### src/rtl/conv3x3_scheduler.sv
// Raster-order sequencer for a 3x3 convolution: nine padded tap reads per pixel,
// MAC strobes one cycle behind the reads, then a ready/valid write of the result.
module conv3x3_scheduler #(
    parameter int IMG_W  = 256,
    parameter int IMG_H  = 256,
    parameter int ADDR_W = 16
) (
    input  logic              clk,
    input  logic              rst,
    input  logic              start,
    output logic              busy,
    output logic              done,
    output logic              rd_en,
    output logic [ADDR_W-1:0] rd_addr,
    output logic              tap_valid,
    output logic              tap_pad,
    output logic [3:0]        tap_idx,
    output logic              tap_first,
    output logic              tap_last,
    input  logic              res_valid,
    output logic              wr_en,
    output logic [ADDR_W-1:0] wr_addr,
    input  logic              out_ready,
    output logic [2:0]        dbg_state
);
    typedef enum logic [2:0] {
        S_IDLE  = 3'd0,
        S_FETCH = 3'd1,
        S_WAIT  = 3'd2,
        S_WRITE = 3'd3,
        S_DONE  = 3'd4
    } state_t;

    // Coordinates are widened by two bits so x-1 / y-1 at the border go negative.
    localparam int CW = ADDR_W + 2;
    localparam logic [ADDR_W-1:0]    X_LAST = ADDR_W'(IMG_W - 1);
    localparam logic [ADDR_W-1:0]    Y_LAST = ADDR_W'(IMG_H - 1);
    localparam logic signed [CW-1:0] X_MAX  = CW'(IMG_W - 1);
    localparam logic signed [CW-1:0] Y_MAX  = CW'(IMG_H - 1);
    localparam logic [CW-1:0]        W_C    = CW'(IMG_W);
    localparam logic [ADDR_W-1:0]    W_A    = ADDR_W'(IMG_W);

    state_t            state, state_n;
    logic [ADDR_W-1:0] x, y, x_n, y_n;
    logic [3:0]        k, k_n;
    logic              xfer, last_pix;
    logic [1:0]        tap_row, tap_col;
    logic [CW-1:0]     tx, ty, lin;
    logic              pad_n;
    logic [ADDR_W-1:0] tap_addr, pix_addr;

    assign xfer      = wr_en & out_ready;
    assign last_pix  = (x == X_LAST) && (y == Y_LAST);
    assign pix_addr  = y * W_A + x;
    assign dbg_state = state;

    always_ff @(posedge clk or posedge rst) begin
        if (rst) begin
            state <= S_IDLE;
            x     <= '0;
            y     <= '0;
            k     <= '0;
        end else begin
            state <= state_n;
            x     <= x_n;
            y     <= y_n;
            k     <= k_n;
        end
    end

    always_comb begin
        state_n = state;
        x_n     = x;
        y_n     = y;
        k_n     = k;
        case (state)
            S_IDLE: begin
                if (start) begin
                    state_n = S_FETCH;
                    x_n     = '0;
                    y_n     = '0;
                    k_n     = '0;
                end
            end
            S_FETCH: begin
                if (k == 4'd8) state_n = S_WAIT;
                else           k_n     = k + 4'd1;
            end
            S_WAIT: begin
                if (res_valid) state_n = S_WRITE;
            end
            S_WRITE: begin
                if (xfer) begin
                    if (last_pix) begin
                        state_n = S_DONE;
                    end else begin
                        state_n = S_FETCH;
                        k_n     = '0;
                        if (x == X_LAST) begin
                            x_n = '0;
                            y_n = y + ADDR_W'(1);
                        end else begin
                            x_n = x + ADDR_W'(1);
                        end
                    end
                end
            end
            S_DONE:  state_n = S_IDLE;
            default: state_n = S_IDLE;
        endcase
    end

    // Tap geometry is evaluated for the next cycle's (x, y, k) so reads register in step with FETCH.
    always_comb begin
        tap_row  = 2'(k_n / 4'd3);
        tap_col  = 2'(k_n % 4'd3);
        tx       = {2'b00, x_n} + CW'(tap_col) - CW'(1);
        ty       = {2'b00, y_n} + CW'(tap_row) - CW'(1);
        pad_n    = tx[CW-1] || ty[CW-1] || (signed'(tx) > X_MAX) || (signed'(ty) > Y_MAX);
        lin      = ty * W_C + tx;
        tap_addr = lin[ADDR_W-1:0];
    end

    always_ff @(posedge clk or posedge rst) begin
        if (rst) begin
            busy      <= 1'b0;
            done      <= 1'b0;
            rd_en     <= 1'b0;
            rd_addr   <= '0;
            tap_valid <= 1'b0;
            tap_pad   <= 1'b0;
            tap_idx   <= '0;
            tap_first <= 1'b0;
            tap_last  <= 1'b0;
            wr_en     <= 1'b0;
            wr_addr   <= '0;
        end else begin
            busy      <= (state_n != S_IDLE);
            done      <= (state_n == S_DONE);
            rd_en     <= (state_n == S_FETCH) && !pad_n;
            rd_addr   <= ((state_n == S_FETCH) && !pad_n) ? tap_addr : '0;
            // MAC strobes trail the read by one cycle to line up with BRAM data.
            tap_valid <= (state == S_FETCH);
            tap_pad   <= (state == S_FETCH) && !rd_en;
            tap_idx   <= (state == S_FETCH) ? k : 4'd0;
            tap_first <= (state == S_FETCH) && (k == 4'd0);
            tap_last  <= (state == S_FETCH) && (k == 4'd8);
            if (state == S_WAIT && res_valid) begin
                wr_en   <= 1'b1;
                wr_addr <= pix_addr;
            end else if (xfer) begin
                wr_en <= 1'b0;
            end
        end
    end
endmodule

### config.mk
export PLATFORM = sky130hd
export DESIGN_NAME = conv3x3_scheduler
export DESIGN_NICKNAME = d
export VERILOG_FILES = /design/src/rtl/conv3x3_scheduler.sv
export SDC_FILE = /design/constraint.sdc
export NUM_CORES = 1
export LEC_CHECK = 0
export CAP_MARGIN = 20
export CORE_UTILIZATION = 47
export DETAILED_ROUTE_END_ITERATION = 16
export PLACE_DENSITY = 0.67
export SYNTH_ARGS = -nofsm -noshare
export SYNTH_HDL_FRONTEND = slang
export SYNTH_SLANG_ARGS = --single-unit
export TNS_END_PERCENT = 30
### constraint.sdc
create_clock -name clk -period 8.35 [get_ports clk]
set_input_delay 1.67 -clock clk [delete_from_list [all_inputs] [get_ports clk]]
set_output_delay 1.67 -clock clk [all_outputs]
set_load 0.05 [all_outputs]
==> results by group <==
Worst hold path
  • Hold Path Class: flop to flop
  • Hold depth: 1

CTS
  • Hold Buf Count CTS: 0
  • # H-tree levels: 3
  • Clock sinks: 83
  • CTS tree: yes
  • TritonCTS buffer count: 9
  • CTS max path bufs: 2
  • Post-CTS Setup Repair Bufs: 0
  • CTS root buf: clkbuf_16
  • Resized cells post-CTS: 0
  • Skew-Pair Late Insertion Delay: approximately 350 ps
  • Clk slew on worst S/H paths: roughly 70 ps

Logic synthesis
  • Post-synthesis simple-gate area fraction: 18.82%
  • Ys Warns: 0
  • Mapped Area: 6277 um2
  • Register area share after synthesis: 33.09%
  • Ys async rst share: between 90% and 100%
  • Net Count, Synth: 773
  • Largest family of logic cells by synthesized area: compound AO/OA/AOI/OAI gates
  • Post-synthesis adder-cell area fraction: around an eighth
  • Flops & latches, synth: 83
  • Synth cell types: 72
  • Proportion of synthesized area in mux cells: 2.651%
  • Complex-gate fraction of the synthesized area: ~21%
  • Commonest register cell after synthesis: dfrtp_1
  • Synth Area per Inst: 8.904 um2
  • Post-synth EDFFs: 0
  • Syn Inst Count: 705
  • Post-Synth XOR/XNOR Area: 5.441%

Layout
  • Final Core Density: 56.41%
  • Most frequent cells in the layout: 83 x dfrtp_1, 62 x nand2_1, 59 x inv_1, 59 x ha_1, 51 x clkdlybuf4s50_1
  • Nets: 819
  • Antenna Cells: 0
  • Layout area overhead: 15.25%
  • Layout cells sized above 1: 7.275%
  • Commonest non-fill, non-tap cell in the layout: dfrtp_1

Worst setup path
  • Reg2Reg Depth: 31
  • Number of cells on the critical path: 31
  • Crit-path leading delay family: compound AO/OA/AOI/OAI gates
  • Setup crit end kind: flop
  • Max incr delay on CP: 520 ps
  • CP arrival: approximately 8000 ps
  • Crit path kind: input port to flop
  • Buf/Inv on CP: 4
  • CP max stage cell: clkdlybuf4s50_1
  • Crit start category: input port
  • Worst EP required: 8600 ps
  • Most common cell on crit path: ha_1
  • Top fanout value on the critical path: 5

Global routing
  • Largest net degree at the start of global routing: 71
  • Overflow after GRT: 0
  • GRT Overall Usage: 23.90%
  • Global-route wire length before repair: approximately 26,000 um
  • Initial antenna violation count: 0
  • Vias in the first global route: 5,407

Detailed routing
  • Post-route DRC: 0
  • Detailed Routing Iterations Pass 1: 5
  • Post-Route WL: 15,780 um
  • WL per Instance: 17.00 um
  • Initial DRC count: 485
  • Final ANT Viol Nets: 0
  • Via count: 5,456
  • Routed vias/inst: 5.879

Floorplan
  • Starting Density: 48.95%
  • Die H: between 100 and 150 um
  • # IOs: 52
  • Die span in x: 117.6 um
  • Total die area: roughly 14,000 um2
  • Core area: approximately 13,000 um2
  • Site Rows: 41

Placement
  • GP Congestion: 0.8714
  • Input/output buffers: 51
  • Final HPWL DP: 12,220 um

STA
  • Max Freq: 0.1297 GHz
  • Worst slew pin tran: roughly 870 ps
  • RSZ-0062 raised after global routing: no
  • Setup_tns: 0 ps
  • Slew Limit Fails: 0
  • Final Setup Violations: 0
  • Final period util: 92.36%
  • Relative slew slack: 41.88%
  • Setup Skew: approximately 11 ps
  • Final hold slack: 444.7 ps
  • Final hold vios: 0
  • Period minus WS final: ~7700 ps

Status
  • Status: completed

Job
  • Max capacitance violation total: 0
## through the flow
stage                     std cells  worst slack [ps]  area (um2)
final                           928             637.9        7234
after global routing            928             69.43        7234
after CTS                       928             647.4        7234
after detailed placement        912             283.3        6953
after global placement          912             521.5        6953
after floorplan                 705             843.6        6277
## cell families (layout without fill, tap and decap cells)
kind of cell,count (synthesis),after routing
multiplexers,15,15
AND/OR/NAND/NOR,214,214
adder cells (fa/ha/maj),63,63
XOR/XNOR,39,39
buffers and inverters,84,135
flip-flops,83,83
AO/OA/AOI/OAI,207,207
## area by class of cell
cell class / instances / area [um2]
Clock buffer: 11 / 242.7
Clock inverter: 5 / 38.79
Fill cell: 1142 / 5590
Inverter: 60 / 226.5
Multi-Input combinational cell: 538 / 3864
Sequential cell: 83 / 2077
Tap cell: 172 / 215.2
Timing Repair Buffer: 59 / 570.5
## sequential cells by signal (all words and copies together) (netlist names)
| signal | cells |
|---|---|
| busy | 1 |
| dbg_state | 3 |
| done | 1 |
| k | 4 |
| rd_addr | 16 |
| rd_en | 1 |
| tap_first | 1 |
| tap_idx | 4 |
| tap_last | 1 |
| tap_pad | 1 |
| tap_valid | 1 |
| wr_addr | 16 |
| wr_en | 1 |
| x | 16 |
| y | 16 |
## final timing paths
kind / startpoint / end / slack [ps]
hold reg to reg: rd_en$_DFF_PP0_ / tap_pad$_DFF_PP0_ / 440
max in group asynchronous: rst / x[12]$_DFF_PP0_ / 5640
hold / removal: rd_en$_DFF_PP0_ / tap_pad$_DFF_PP0_ / 440
setup reg to reg: y[1]$_DFF_PP0_ / rd_addr[15]$_DFF_PP0_ / 1350
setup / recovery: start / rd_addr[15]$_DFF_PP0_ / 640
min in group asynchronous: rst / wr_addr[11]$_DFFE_PP0P_ / 1570
## metal layers
metal	routed length, um	up-vias	GRT usage (%)
li1	-	2676	-
met4	479	0	10.90
met2	7367	148	38.79
met5	0	-	0
met1	7249	2599	31.57
met3	679	33	3.391
## synth_stat cells, types with 4 or more instances
cell type / instances / area (um2)
a211oi_1: 6 / 45.04
a21o_1: 18 / 135.1
a21oi_1: 45 / 225.2
a22oi_1: 4 / 30.03
a31oi_1: 9 / 56.30
and2_1: 6 / 37.54
and3_1: 11 / 68.82
and4_1: 4 / 35.03
clkbuf_1: 20 / 75.07
dfrtp_1: 83 / 2077
fa_1: 4 / 80.08
ha_1: 59 / 738.2
inv_1: 60 / 225.2
mux2_2: 13 / 146.4
nand2_1: 62 / 232.7
nand2b_1: 4 / 25.02
nand3_1: 15 / 75.07
nand4_1: 12 / 75.07
nor2_1: 38 / 142.6
nor2b_1: 4 / 25.02
nor3_1: 10 / 50.05
nor4_1: 12 / 75.07
nor4_2: 8 / 100.1
nor4b_1: 8 / 70.07
o21a_1: 9 / 67.56
o21ai_0: 51 / 255.2
o21bai_1: 6 / 45.04
o22ai_1: 6 / 37.54
o31a_1: 10 / 87.58
o31ai_1: 12 / 90.09
xnor2_1: 25 / 219.0
xor2_1: 14 / 122.6
Power is left out: the tool's default activity adds up to more than one toggle a clock period on the data nets, which glitch-free logic cannot reach.
==> edit 1, RTL diff (same settings) <==
`rd_addr` no longer has a reset.
--- a/src/rtl/conv3x3_scheduler.sv
+++ b/src/rtl/conv3x3_scheduler.sv
@@ -126,7 +126,6 @@
             busy      <= 1'b0;
             done      <= 1'b0;
             rd_en     <= 1'b0;
-            rd_addr   <= '0;
             tap_valid <= 1'b0;
             tap_pad   <= 1'b0;
             tap_idx   <= '0;
@@ -138,7 +137,6 @@
             busy      <= (state_n != S_IDLE);
             done      <= (state_n == S_DONE);
             rd_en     <= (state_n == S_FETCH) && !pad_n;
-            rd_addr   <= ((state_n == S_FETCH) && !pad_n) ? tap_addr : '0;
             // MAC strobes trail the read by one cycle to line up with BRAM data.
             tap_valid <= (state == S_FETCH);
             tap_pad   <= (state == S_FETCH) && !rd_en;
@@ -153,5 +151,9 @@
             end
         end
     end
+
+    always_ff @(posedge clk) begin
+        rd_addr <= ((state_n == S_FETCH) && !pad_n) ? tap_addr : '0;
+    end
 endmodule
 
Behaviour: differs if rst is asserted again (counterexample within 10 cycles, from zero or initial values and one cycle with rst high); with rst held inactive, the same outputs for 10 cycles.
==> edit 1 against the unedited design <==
- worst setup slack worse by 0.15 ns
- sequential cell count unchanged
- synthesized area about the same
- cell area up 0.66%
- first-iteration DRC count down 7.2%
- wire length down 2.8%
- synthesized cell count up 4.5%
- clock skew down 0.0035 ns
- critical path type unchanged
- largest cell class unchanged
Power is left out: the tool's default activity adds up to more than one toggle a clock period on the data nets, which glitch-free logic cannot reach.
==> edit 1: results (changes against the unedited design) <==
{
  "layout": {
    "finalNonFillerCells": {"value": 962, "change": "was 928"},
    "drive_gt1_share": {"value": 7.595, "unit": "%", "change": "was 7.275%"},
    "final.fill_count": {"value": 1164, "change": "was 1142"},
    "layout.nets": {"value": 852, "change": "was 819"}
  },
  "routing": {
    "detailedRoute.firstIterationViolations": {"value": 450, "change": "was 485"},
    "vias": {"value": 5582, "change": "was 5456"},
    "totalWireLength": {"value": 15340, "unit": "um", "change": "was 15780 um"},
    "drt-pass1-iter-count": {"value": 5, "change": "unchanged"}
  },
  "synthesis": {
    "post_synth.cell_area_avg": {"value": 8.514, "unit": "um^2", "change": "was 8.904 um^2"},
    "synthTopCellsByArea": {"value": "dfrtp_1 (27%), ha_1 (12%), dfxtp_1 (5.1%)", "change": "was dfrtp_1 (33%), ha_1 (12%), o21ai_0 (4.1%)"},
    "synth_seq_area_share": {"value": 31.82, "unit": "%", "change": "was 33.09%"},
    "synth-async-reset-ratio": {"value": 80.72, "unit": "%", "change": "was 100.0%"},
    "ys_types": {"value": 75, "change": "was 72"},
    "synth_nets": {"value": 804, "change": "was 773"},
    "ys_top_cells_by_count": {"value": "nand2_1 (81), dfrtp_1 (67), inv_1 (64), ha_1 (58), o21ai_0 (55)", "change": "was dfrtp_1 (83), nand2_1 (62), inv_1 (60), ha_1 (59), o21ai_0 (51)"}
  },
  "global_route": {
    "grt_util_overall": {"value": 23.02, "unit": "%", "change": "was 23.90%"},
    "vias_in_the_first_global_route": {"value": 5294, "change": "was 5407"},
    "grt_start_max_net_pins": {"value": 68, "change": "was 71"}
  },
  "min_path": {
    "worstHoldPathCells": {"value": 2, "change": "was 1"}
  },
  "run_status": {
    "status": {"value": "finished clean", "change": "unchanged"}
  },
  "timing": {
    "timing.slew.headroom": {"value": 31.51, "unit": "%", "change": "was 41.88%"},
    "finClkSkew": {"value": 0.007922, "unit": "ns", "change": "was 0.01139 ns"}
  },
  "worst_setup_path": {
    "ff2ff_path_depth": {"value": 32, "change": "was 31"},
    "timing.critical_path.slowest_cell_delay_ns": 0.53,
    "worst-endpoint-arrival": {"value": 8.13, "unit": "ns", "change": "was 7.97 ns"},
    "worstPathMaxFanout": {"value": 4, "change": "was 5"}
  },
  "floorplan": {
    "die-width": {"value": 117.5, "unit": "um", "change": "was 117.6 um"}
  },
  "placed_design": {
    "post-dp-hpwl": {"value": 11530, "unit": "um", "change": "was 12220 um"},
    "dpl.cell_count": {"value": 945, "change": "was 912"}
  }
}
edit 1: cell types whose count changed after synthesis, moves of 8 or more:
cell	before	now
nor2b_1	4	13
nand3_1	15	23
nor4_1	12	23
nand2_1	62	81
dfrtp_1	83	67
dfxtp_1	0	16
edit 1: through the flow:
stage	setup WS (ns)	util, %	area, um^2
after global placement	0.2537	54.17	6947
after detailed placement	-0.08783	54.17	6947
after global routing	-0.005937	56.78	7282
final	0.4866	56.78	7282
after CTS	0.2229	56.56	7253
after floorplan	1.088	-	6275
edit 1: final cells by class:
cell class                 count  area share [%]
tap                          172           2.955
sequential                    83           27.42
clock buffer                  13           3.574
multi-input combinational    569           54.38
timing repair buffer          58           7.732
clock inverter                 3          0.6357
inverter                      64           3.299
edit 1: kinds of logic (layout without fill, tap and decap cells):
| kind of cell | Yosys count | in the layout | share of synthesized area [%] |
|---|---|---|---|
| AND/OR/NAND/NOR | 256 | 256 | 21.46 |
| AO/OA/AOI/OAI | 206 | 206 | 21.44 |
| buffers and inverters | 85 | 138 | 5.404 |
| flip-flops | 83 | 83 | 31.82 |
| adder cells (fa/ha/maj) | 62 | 62 | 12.84 |
| XOR/XNOR | 31 | 31 | 4.567 |
| multiplexers | 14 | 14 | 2.473 |
edit 1: tightest hold or removal path: stages (launching register included):
cell and delay, ns:
dfrtp_1 0.34, nand2_1 0.04, o21ai_0 0.06
edit 1: routing by layer:
| metal | track usage (%) | routed length (um) | share of wire, % |
|---|---|---|---|
| met1 | 31.86 | 7453 | 49 |
| met2 | 36.69 | 6936 | 45 |
| met3 | 3.828 | 765 | 5.0 |
| met4 | 7.131 | 181 | 1.2 |
| met5 | 0 | 0 | 0 |
edit 1: path summary, 6_finish.rpt:
| check | start | endpoint | slack, ns |
|---|---|---|---|
| max in group asynchronous | rst | y[9] | 5.89 |
| min | wr_addr[15] | wr_addr[15] | 0.48 |
| max | out_ready | rd_addr[15] | 0.49 |
| min in group asynchronous | rst | wr_addr[13] | 1.87 |
| min reg2reg | wr_addr[15] | wr_addr[15] | 0.48 |
| max reg2reg | y[10] | rd_addr[15] | 0.99 |
edit 1: timing repair:
action	CTS	global route
buffers inserted	0	1
setup endpoints to repair	0	3
gates resized for setup	0	4
==> edit 2, RTL diff (same flow settings) <==
Made on the original files. Set the parameter `ADDR_W` to 17 (it was 16).
--- a/src/rtl/conv3x3_scheduler.sv
+++ b/src/rtl/conv3x3_scheduler.sv
@@ -3,7 +3,7 @@
 module conv3x3_scheduler #(
     parameter int IMG_W  = 256,
     parameter int IMG_H  = 256,
-    parameter int ADDR_W = 16
+    parameter int ADDR_W = 17
 ) (
     input  logic              clk,
     input  logic              rst,
Interface: changed (resized rd_addr and wr_addr); port bits go from 52 to 54. No check against the original RTL was run, so the function may have changed too.
==> edit 2 against the unedited design <==
- count of clock-buffer cells in the layout decreased by 1
- cell area rose by 9.4%
- synthesized area grew 8.7%
- worst setup slack worse by 0.26 ns
- wire length increased by 13%
- non-clock buffer count increased by 10
- sequential cell count up 4
- clock skew up 0.0038 ns
- global-route usage increased by 1.0 points
- critical path type unchanged
Power is left out: the tool's default activity adds up to more than one toggle a clock period on the data nets, which glitch-free logic cannot reach.
==> edit 2: results (changes against the unedited design) <==
{
  "timing": {
    "finClkSkew": {"value": 0.01515, "unit": "ns", "change": "was 0.01139 ns"},
    "worst-slew-pin-transition": {"value": 1.011, "unit": "ns", "change": "was 0.8718 ns"}
  },
  "worst_setup_path": {
    "timing.critical_path.slowest_cell_delay": {"value": 0.48, "unit": "ns", "change": "was 0.52 ns"},
    "ff2ff_path_depth": {"value": 40, "change": "was 31"},
    "worst-endpoint-arrival": {"value": 8.18, "unit": "ns", "change": "was 7.97 ns"},
    "worstPathMaxFanout": {"value": 4, "change": "was 5"}
  },
  "synthesis": {
    "ys_top_cells_by_count": {"value": "dfrtp_1 (87), nand2_1 (68), ha_1 (65), inv_1 (63), o21ai_0 (60)", "change": "was dfrtp_1 (83), nand2_1 (62), inv_1 (60), ha_1 (59), o21ai_0 (51)"},
    "synth_nets": {"value": 844, "change": "was 773"},
    "netlist_instances": {"value": 770, "change": "was 705"},
    "ys_types": {"value": 75, "change": "was 72"},
    "synth_seq_area_share": {"value": 31.91, "unit": "%", "change": "was 33.09%"},
    "synthTopCellsByArea": {"value": "dfrtp_1 (32%), ha_1 (12%), o21ai_0 (4.4%)", "change": "was dfrtp_1 (33%), ha_1 (12%), o21ai_0 (4.1%)"}
  },
  "global_route": {
    "vias_in_the_first_global_route": {"value": 5710, "change": "was 5407"},
    "grt_start_max_net_pins": {"value": 50, "change": "was 71"},
    "grt_first_pass_wirelength": {"value": 28900, "unit": "um", "change": "was 26480 um"},
    "grt_util_overall": {"value": 24.92, "unit": "%", "change": "was 23.90%"}
  },
  "routing": {
    "dr_wl_met3": {"value": 904, "unit": "um", "change": "was 679 um"},
    "detailedRoute.firstIterationViolations": {"value": 387, "change": "was 485"},
    "detailroute.wirelength.met2": {"value": 8389, "unit": "um", "change": "was 7367 um"},
    "drt-pass1-iter-count": {"value": 5, "change": "unchanged"},
    "vias": {"value": 5965, "change": "was 5456"},
    "drt_wl_cell": {"value": 17.56, "unit": "um", "change": "was 17.00 um"},
    "viasPerCell": {"value": 5.900, "change": "was 5.879"},
    "met1_length": {"value": 8181, "unit": "um", "change": "was 7249 um"}
  },
  "layout": {
    "drive_gt1_share": {"value": 9.988, "unit": "%", "change": "was 7.275%"},
    "final.fill_count": {"value": 1237, "change": "was 1142"},
    "layout.nets": {"value": 900, "change": "was 819"}
  },
  "placed_design": {
    "dpl.cell_count": {"value": 994, "change": "was 912"},
    "buffer_ports.inserted": {"value": 53, "change": "was 51"},
    "place.gp.congestion": {"value": 0.9794, "change": "was 0.8714"},
    "detailedPlace.worstSlack": {"value": -0.3076, "unit": "ns", "change": "was 0.2833 ns"},
    "post-dp-hpwl": {"value": 13640, "unit": "um", "change": "was 12220 um"}
  },
  "clock_tree": {
    "clkTransAtPathRegs": {"value": 0.07, "unit": "ns", "change": "about the same"}
  },
  "run_status": {
    "status": {"value": "finished clean", "change": "unchanged"}
  }
}
==> edit 2: worst max-delay path: cells and delay by family <==
family	cells	cell delay, ns
AND/OR/NAND/NOR	9	1.20
AO/OA/AOI/OAI	14	2.02
buffers and inverters	5	0.73
XOR/XNOR	1	0.21
adder cells (fa/ha/maj)	9	2.36
==> edit 2: cells by family (layout without fill, tap and decap cells) <==
kind of cell,after synthesis,in the layout,synth area share [%]
compound gates,227,227,22.30
fa+ha+maj,71,71,13.39
flops,87,87,31.91
simple gates,242,242,19.71
buf+inv,87,148,5.098
mux,12,12,1.944
xor+xnor,44,44,5.648
==> edit 2: path summary, 6_finish.rpt <==
| check | slack (ns) | from | end |
|---|---|---|---|
| max | 0.38 | out_ready | rd_addr[15] |
| max in group asynchronous | 5.57 | rst | y[8] |
| min | 0.44 | rd_en | tap_pad |
| max reg2reg | 0.61 | y[0] | rd_addr[15] |
| min reg2reg | 0.44 | rd_en | tap_pad |
| min in group asynchronous | 1.71 | rst | wr_addr[9] |
==> edit 2: layer usage <==
metal | global-route usage (%) | vias to the layer above
li1 | - | 2883
met4 | 7.165 | 0
met1 | 33.18 | 2878
met5 | 0 | -
met2 | 41.75 | 182
met3 | 3.764 | 22
==> edit 2: what timing repair did <==
| item | in CTS | in global routing |
|---|---|---|
| endpoints found under the setup margin | 0 | 18 |
| resized for setup | 0 | 11 |
| setup buffers | 0 | 1 |
==> edit 2: area by class of cell <==
type                            instances  area, um^2  area share, %
Multi-Input combinational cell        596        4333          54.77
Sequential cell                        87        2177          27.52
Timing Repair Buffer                   69       663.1          8.382
Inverter                               63       237.7          3.005
Clock buffer                           10       229.0          2.894
Tap cell                              180       225.2          2.847
Clock inverter                          6       46.29         0.5852
==> edit 2: metrics by stage <==
stage               TNS [ns]  utilization [%]  cell area [um^2]
CTS                        0            56.00              7864
finish                     0            56.34              7911
global placement           0            54.04              7589
detailed placement    -1.486            54.04              7589
global route               0            56.34              7911
floorplan                  0                -              6823
